## src/rtl/y_adder.sv

```systemverilog
// 32-bit add/subtract through one shared ripple carry chain, with combinational
// results and a registered copy of the result and flags for the next pipeline stage.
module y_adder (
    input  logic        clk,
    input  logic        reset,
    input  logic [31:0] a,
    input  logic [31:0] b,
    input  logic        ctrl,
    output logic [31:0] z,
    output logic        cout,
    output logic        ovf,
    output logic        zero,
    output logic [31:0] z_q,
    output logic        cout_q,
    output logic        ovf_q,
    output logic        zero_q
);

    logic [31:0] bi;
    logic [31:0] sum;
    logic [32:0] c;

    // Subtract reuses the adder: invert b and inject the +1 as carry-in.
    always_comb begin
        bi   = b ^ {32{ctrl}};
        sum  = '0;
        c    = '0;
        c[0] = ctrl;
        for (int unsigned i = 0; i < 32; i++) begin
            sum[i]  = a[i] ^ bi[i] ^ c[i];
            c[i+1]  = (a[i] & bi[i]) | (c[i] & (a[i] ^ bi[i]));
        end
    end

    assign z    = sum;
    assign cout = c[32];
    assign ovf  = c[32] ^ c[31];
    assign zero = ~|sum;

    always_ff @(posedge clk or posedge reset) begin
        if (reset) begin
            z_q    <= '0;
            cout_q <= 1'b0;
            ovf_q  <= 1'b0;
            zero_q <= 1'b0;
        end else begin
            z_q    <= z;
            cout_q <= cout;
            ovf_q  <= ovf;
            zero_q <= zero;
        end
    end

endmodule

```

## config.mk

```make
export PLATFORM = sky130hd
export DESIGN_NAME = y_adder
export DESIGN_NICKNAME = d
export VERILOG_FILES = /design/src/rtl/y_adder.sv
export SDC_FILE = /design/constraint.sdc
export NUM_CORES = 1
export LEC_CHECK = 0
export ABC_CLOCK_PERIOD_IN_PS = 64900
export CORE_ASPECT_RATIO = 1.2
export CORE_MARGIN = 1
export CORE_UTILIZATION = 35
export DETAILED_ROUTE_END_ITERATION = 7
export HOLD_SLACK_MARGIN = 0.15
export PLACE_DENSITY_LB_ADDON = 0.15
export SLEW_MARGIN = 5
export SYNTH_ARGS = -nofsm -noshare
export SYNTH_HDL_FRONTEND = slang
export SYNTH_SLANG_ARGS = --single-unit
```

## constraint.sdc

```tcl
create_clock -name clk -period 64.9 [get_ports clk]
set_clock_uncertainty 0.05 [all_clocks]
set_input_delay 19.47 -clock clk [delete_from_list [all_inputs] [get_ports clk]]
set_output_delay 19.47 -clock clk [all_outputs]
set_load 0.01 [all_outputs]
```

==> impl_metrics.yaml, run 1 <==
outcome:
  status: "completed"
critical_path:
  endpoint_kind: "output pin"
  startpoint_type: "primary input"
  cp_max_fo: 32
  slowest_stage: "clkdlybuf4s50_1"
  cp.required_ns: 45.38
  cp-startpoint: "ctrl"
  path_class: "primary input to output pin"
  arrival_ns: 34.67
  critical_path.most_common_cell: "fa_1"
  slowest_delay_ns: 0.56
detailed_routing:
  post_drt_wl_per_cell_um: 13.05
  firstDrtPassIters: 4
  ant_nets: 0
  dr_total_vias: 1623
  wl_um: 5219
  drt_iter0_drc: 31
  drc: 0
  via_per_inst: 4.058
timing:
  hold_ws_ns: 19.54
  tns_ns: 0
  worstMarginPinSlew_ns: 0.5090
  setup_viol: 0
  slew_headroom_pct: 66.07
  finalCritPeriodShare_pct: 83.50
  rsz0062_at_grt: "no"
  min_period_ns: 54.19
  finalHoldViolations: 0
  fmax_mhz: 18.45
  report.final.slew_viol_count: 0
clock_network:
  cts.sinks: 35
  postCtsSetupBuffers: 0
  htree_levels: 2
  cts.path.max_buffers: 2
  cts_hold_buf: 0
  root_buffer: "clkbuf_8"
  cts_resized: 0
  cts_made_buffers: 5
  cts_tree: "yes"
  path_clk_slew_ns: 0.07
logic_synthesis:
  yosysTopAreaCell: "dfrtp_1"
  synth-seq-cells: 35
  synth_top_area_share_pct: 41.13
  synthCells: 179
  syn_avg_cell_area_um2: 11.90
  synth_fp_nets: 277
  synth.area.top_cells: "dfrtp_1, fa_1, xnor2_1"
  synth_seq_area_share_pct: 41.13
  yosys.cell_types.count: 15
  syn_area_mm2: 0.002130
  yosysWarnings: 0
pwr:
  p_leak_nw: 1.647
  power_density_mw_per_mm2: 27.15
  ir_drop_v: 0.00001689
global_routing:
  grt_pass1_wl_um: 8293
  grt.overflow.total: 0
  grt_max_degree: 36
  antenna_found_initial: 0
  first_global_vias: 1726
  grtUsageTotal_pct: 17.70
floorplanning:
  initial_core_util_pct: 37.08
  core.rowCount: 30
  core_mm2: 0.005743
  dieWidth_um: 73.21
  fp.dieH_um: 87.45
  design.die.area_mm2: 0.006401
  ios: 137
placement:
  hpwl_um: 4407
  place_congestion: 0.7222
  port_buffers: 136
hold_path:
  hp-class: "primary input to async pin"
finish:
  drive_above_1_share_pct: 3.125
  diodes: 0
  final_nets: 418
  layout_common_cells: "clkdlybuf4s50_1, inv_1, dfrtp_1"
  syn2layout_area_growth_pct: 71.92
  fill_cells: 493
  final_common_cell: "clkdlybuf4s50_1"
job:
  drv_cap: 0
-- state kept, by name (all words and copies together), names as in the netlist --
name / count
z_q: 32
ovf_q: 1
cout_q: 1
zero_q: 1
-- worst max path at each step --
stage,end,slack (ns),cells after the start
6_report,zero,10.71,40
5_1_grt,zero,10.01,40
4_1_cts,zero,10.46,40
3_5_place_dp,zero,10.46,40
3_3_place_gp,zero,10.66,40
2_1_floorplan,zero,12.04,39
-- layer usage --
| layer | vias up | share of wire [%] | track usage (%) |
|---|---|---|---|
| met3 | 4 | 8.4 | 6.019 |
| li1 | 773 | - | - |
| met5 | - | 0 | 0 |
| met2 | 77 | 53 | 30.64 |
| met1 | 769 | 38 | 21.18 |
| met4 | 0 | 0.88 | 3.743 |
-- cell type report --
class	instances	area, µm²	area share (%)
timing repair buffer	138	1371	37.46
multi-input combinational	78	993.5	27.14
sequential	35	875.8	23.92
inverter	62	232.7	6.357
tap	80	100.1	2.734
clock buffer	6	82.58	2.256
clock inverter	1	5.005	0.1367
-- logic make-up (layout without fill, tap and decap cells) --
kind of cell             count (synthesis)  after routing  synth area share (%)
buffers and inverters                   66            207                 12.22
flip-flops                              35             35                 41.13
XOR/XNOR                                33             33                 13.57
adder cells (fa/ha/maj)                 31             31                 29.14
AND/OR/NAND/NOR                         13             13                 3.466
multiplexers                             1              1                0.4701
-- synthesized netlist by cell type --
cell type / n
and4_1: 1
buf_2: 1
buf_4: 3
dfrtp_1: 35
fa_1: 31
inv_1: 62
mux2i_1: 1
nand2_1: 1
nand3_1: 1
nand4_1: 6
nor2_1: 2
nor3_1: 1
nor4_1: 1
xnor2_1: 30
xor2_1: 3
-- stage by stage --
step / instance area [µm²] / std cells / power [W] / worst slack [ns] / utilization [%]
after floorplan: 2130 / 179 / 0.00005158 / 12.04 / -
after global placement: 3573 / 393 / 0.00008389 / 10.66 / 62.22
after CTS: 3661 / 400 / 0.0001009 / 10.46 / 63.75
final: 3661 / 400 / 0.00009938 / 10.71 / 63.75
after global routing: 3661 / 400 / 0.0001065 / 10.01 / 63.75
after detailed placement: 3573 / 393 / 0.00008441 / 10.46 / 62.22
-- where the power goes --
group / internal, W / leakage (nW) / total [W] / switching (W)
clock: 0.00000833 / 0.0470 / 0.0000161 / 0.00000779
combinational: 0.0000312 / 1.19 / 0.0000540 / 0.0000228
sequential: 0.0000278 / 0.410 / 0.0000293 / 0.00000141
total: 0.0000674 / 1.65 / 0.0000994 / 0.0000320
-- worst max-delay path, delay by kind of cell --
kind | cells | cell delay, ns
fa+ha+maj | 31 | 13.08
buf+inv | 6 | 1.30
simple gates | 2 | 0.62
mux | 1 | 0.19
Power figures use the tool's default switching activity.
==> run 2, diff against run 1 <==
- ABC_CLOCK_PERIOD_IN_PS: 64900 -> 51900
- clock period: 64.9 -> 51.9 ns (I/O delays scaled with it)
==> impl_metrics.yaml, run 2 (synthesized netlist as in run 1, its figures left out) <==
outcome:
  status: "completed"
clock_network:
  cts.path.max_buffers: 2
  cts_resized: 0
  postCtsSetupBuffers: 0
  htree_levels: 2
  path_clk_slew_ns: 0.08
  cts_made_buffers: 5
  cts_tree: "yes"
  root_buffer: "clkbuf_8"
  cts_hold_buf: 0
  cts.sinks: 35
timing:
  finalHoldViolations: 0
  finalCritPeriodShare_pct: 89.41
  slew_headroom_pct: 65.99
  fmax_mhz: 21.55
  setup_viol: 0
  worstMarginPinSlew_ns: 0.5101
  rsz0062_at_grt: "no"
  report.final.slew_viol_count: 0
  min_period_ns: 46.40
  hold_ws_ns: 15.64
  tns_ns: 0
floorplanning:
  ios: 137
  core_mm2: 0.005743
  dieWidth_um: 73.21
  fp.dieH_um: 87.45
  initial_core_util_pct: 37.08
  core.rowCount: 30
  design.die.area_mm2: 0.006401
detailed_routing:
  via_per_inst: 4.097
  ant_nets: 0
  firstDrtPassIters: 2
  drt_iter0_drc: 28
  dr_total_vias: 1643
  drc: 0
  post_drt_wl_per_cell_um: 13.56
  wl_um: 5437
pwr:
  ir_drop_v: 0.00001685
  p_leak_nw: 1.651
  power_density_mw_per_mm2: 34.53
  power.total_w: 0.0001269
critical_path:
  slowest_stage: "clkdlybuf4s50_1"
  critical_path.most_common_cell: "fa_1"
  cp_max_fo: 32
  path_class: "primary input to output pin"
  endpoint_kind: "output pin"
  arrival_ns: 30.78
  cp.required_ns: 36.28
  slowest_delay_ns: 0.57
  startpoint_type: "primary input"
global_routing:
  grt_max_degree: 36
  grt.overflow.total: 0
  grtUsageTotal_pct: 18.77
  grt_pass1_wl_um: 8790
  antenna_found_initial: 0
  first_global_vias: 1858
finish:
  largest_reg_flops: 32
  final_common_cell: "clkdlybuf4s50_1"
  layout_common_cells: "clkdlybuf4s50_1, inv_1, dfrtp_1"
  diodes: 0
  drive_above_1_share_pct: 3.115
  final_nets: 418
  syn2layout_area_growth_pct: 72.50
  largest_register: "z_q"
placement:
  place_congestion: 0.7534
  hpwl_um: 4612
  port_buffers: 136
job:
  drv_cap: 0
hold_path:
  hp-class: "primary input to async pin"
## run 2: stage by stage
step / instance area [µm²] / setup slack (ns) / instances / util (%)
2_1_floorplan: 2130 / 6.838 / 179 / -
3_3_place_gp: 3573 / 5.481 / 393 / 62.22
3_5_place_dp: 3573 / 5.323 / 393 / 62.22
4_1_cts: 3674 / 5.301 / 401 / 63.97
5_1_grt: 3674 / 4.773 / 401 / 63.97
6_report: 3674 / 5.498 / 401 / 63.97
## run 2: area by class of cell
type                            instances  area (µm²)
Sequential cell                        35       875.8
Timing Repair Buffer                  138        1371
Tap cell                               80       100.1
Fill cell                             505        2069
Clock buffer                            8       100.1
Inverter                               62       232.7
Multi-Input combinational cell         78       993.5
## run 2: routing by layer
layer  vias up  part of all wire [%]  GRT usage [%]
li1        777                     -              -
met1       781                    37          21.18
met2        78                    52          33.50
met3         7                   9.0          6.250
met4         0                   1.5          4.991
met5         -                     0              0
## run 2: final timing paths
kind | start | end | slack, ns
setup / recovery | ctrl | zero | 5.50
hold / removal | reset | z_q[10] | 15.64
max in group asynchronous | reset | z_q[18] | 35.84
min in group clk | a[0] | z_q[0] | 15.90
## run 2: critical path, delay by kind of cell
| family | cells | cell delay (ns) |
|---|---|---|
| and+or+nand+nor | 2 | 0.60 |
| adders and majority gates | 31 | 13.11 |
| muxes | 1 | 0.18 |
| buffers and inverters | 6 | 1.29 |
## run 2: report_power, final
part	internal [W]	total (W)	switching, W	leakage, nW
clock network	0.0000121	0.0000224	0.0000102	0.0515
registers	0.0000348	0.0000368	0.00000195	0.410
logic	0.0000391	0.0000677	0.0000287	1.19
==> run 3, diff against run 2 <==
- ABC_AREA: not set -> 1
==> impl_metrics.yaml, run 3 <==
global_routing:
  grt_util_met3_pct: 5.299
  grt_max_degree: 36
  grt-busiest-layer: "met2"
  grtUsageTotal_pct: 17.53
  globalRouteMet1Util_pct: 20.31
  first_global_vias: 1802
  grt.overflow.total: 0
  grt_pass1_wl_um: 8473
  grt_use_met2_pct: 31.29
  antenna_found_initial: 0
timing:
  slew_headroom_pct: 64.43
  fmax_mhz: 21.61
  report.final.slew_viol_count: 0
  tns_ns: 0
  rsz0062_at_grt: "no"
  finalHoldViolations: 0
  worstMarginPinSlew_ns: 0.5335
  setup_viol: 0
  finalCritPeriodShare_pct: 89.16
  min_period_ns: 46.27
critical_path:
  startpoint_type: "primary input"
  cp_max_fo: 32
  setup.worst_path.end: "zero"
  slowest_delay_ns: 0.54
  crit_family: "adder cells"
  slowest_stage: "clkdlybuf4s50_1"
  critical_path.most_common_cell: "fa_1"
  cp.required_ns: 36.28
  arrival_ns: 30.65
  cp-startpoint: "ctrl"
  path_class: "primary input to output pin"
  crit_buf_inv: 6
  cp_num_cells: 41
  endpoint_kind: "output pin"
logic_synthesis:
  synth_fp_nets: 289
  yosysWarnings: 0
  synth-seq-cells: 35
  synth_most_common_cell: "inv_1"
  synth.area.top_cells: "dfrtp_1, fa_1, xnor2_1"
  synth_seq_area_share_pct: 39.73
  yosys.cell_types.count: 15
  synth_ff_type: "dfrtp_1"
  synth_top_area_share_pct: 39.73
  synthCells: 191
  yosysTopAreaCell: "dfrtp_1"
  synthTopCellsByCount: "inv_1, dfrtp_1, fa_1, xnor2_1, nand2_1"
  syn_avg_cell_area_um2: 11.54
  synth_edf_count: 0
  async_flop_share_pct: 100.0
  syn_area_mm2: 0.002205
detailed_routing:
  post_drt_wl_per_cell_um: 13.19
  dr_total_vias: 1665
  via_per_inst: 4.012
  wl_um: 5473
  drt_iter0_drc: 41
  firstDrtPassIters: 4
  drc: 0
  ant_nets: 0
finish:
  syn2layout_area_growth_pct: 69.64
  largest_reg_flops: 32
  drive_above_1_share_pct: 4.204
  fill_cells: 548
  final_common_cell: "clkdlybuf4s50_1"
  largest_register: "z_q"
  final_nets: 430
  layout_common_cells: "clkdlybuf4s50_1, inv_1, dfrtp_1"
  diodes: 0
clock_network:
  cts_hold_buf: 0
  postCtsSetupBuffers: 0
  root_buffer: "clkbuf_8"
  cts_made_buffers: 5
  path_clk_slew_ns: 0.08
  htree_levels: 2
  cts_resized: 0
  cts.sinks: 35
  cts_tree: "yes"
  cts.path.max_buffers: 2
outcome:
  status: "completed"
job:
  drv_cap: 0
hold_path:
  hp-class: "primary input to async pin"
floorplanning:
  fp.dieH_um: 88.94
  core_mm2: 0.006051
  core.rowCount: 31
  initial_core_util_pct: 36.44
  dieWidth_um: 74.45
  design.die.area_mm2: 0.006622
  ios: 137
placement:
  port_buffers: 136
  place_congestion: 0.7963
  hpwl_um: 4583
pwr:
  ir_drop_v: 0.00001764
  p_leak_nw: 1.693
  power.total_w: 0.0001311
  power_density_mw_per_mm2: 35.05
-- run 3: through the flow --
stage | instance area (µm²) | cells | hold WS, ns | setup slack, ns | utilization, %
floorplan | 2205 | 191 | 15.67 | 6.939 | -
global placement | 3622 | 407 | 15.96 | 5.710 | 59.86
detailed placement | 3622 | 407 | 15.95 | 5.485 | 59.86
CTS | 3740 | 415 | 15.65 | 5.478 | 61.81
global route | 3740 | 415 | 15.69 | 4.900 | 61.81
finish | 3740 | 415 | 15.64 | 5.627 | 61.81
-- run 3: cell families after synthesis --
kind of cell	after synthesis	synth area share [%]
buffers and inverters	67	13.28
AND/OR/NAND/NOR	24	4.597
multiplexers	1	0.4540
XOR/XNOR	33	13.79
adder cells (fa/ha/maj)	31	28.15
flip-flops	35	39.73
-- run 3: worst min-delay path by stage --
| stage | from | endpoint | slack (ns) |
|---|---|---|---|
| global placement | reset | z_q[1] | 15.96 |
| finish | reset | z_q[27] | 15.64 |
| detailed placement | reset | z_q[15] | 15.95 |
| CTS | reset | z_q[26] | 15.65 |
| floorplan | reset | cout_q | 15.67 |
| global route | reset | z_q[27] | 15.69 |
-- run 3: area by class of cell --
class	instances	area, µm²	area share (%)
clock buffer	6	82.58	2.208
clock inverter	2	35.03	0.9368
inverter	63	236.5	6.323
multi-input combinational	89	1036	27.70
sequential	35	875.8	23.42
tap	82	102.6	2.743
timing repair buffer	138	1371	36.67
-- run 3: power by group --
group	internal, W	total [W]	switching [W]
combinational	0.0000394	0.0000685	0.0000291
clock	0.0000156	0.0000260	0.0000105
sequential	0.0000348	0.0000365	0.00000174
total	0.0000897	0.000131	0.0000413
-- run 3: metal layers --
layer / vias to the layer above / wire length [µm]
met5: - / 0
met4: 0 / 26
met3: 2 / 453
met2: 82 / 2917
met1: 785 / 2075
li1: 796 / -
-- run 3: worst min-delay path, stage by stage --
cell and delay [ns]:
clkdlybuf4s50_1 0.40, inv_1 0.05, buf_4 0.39
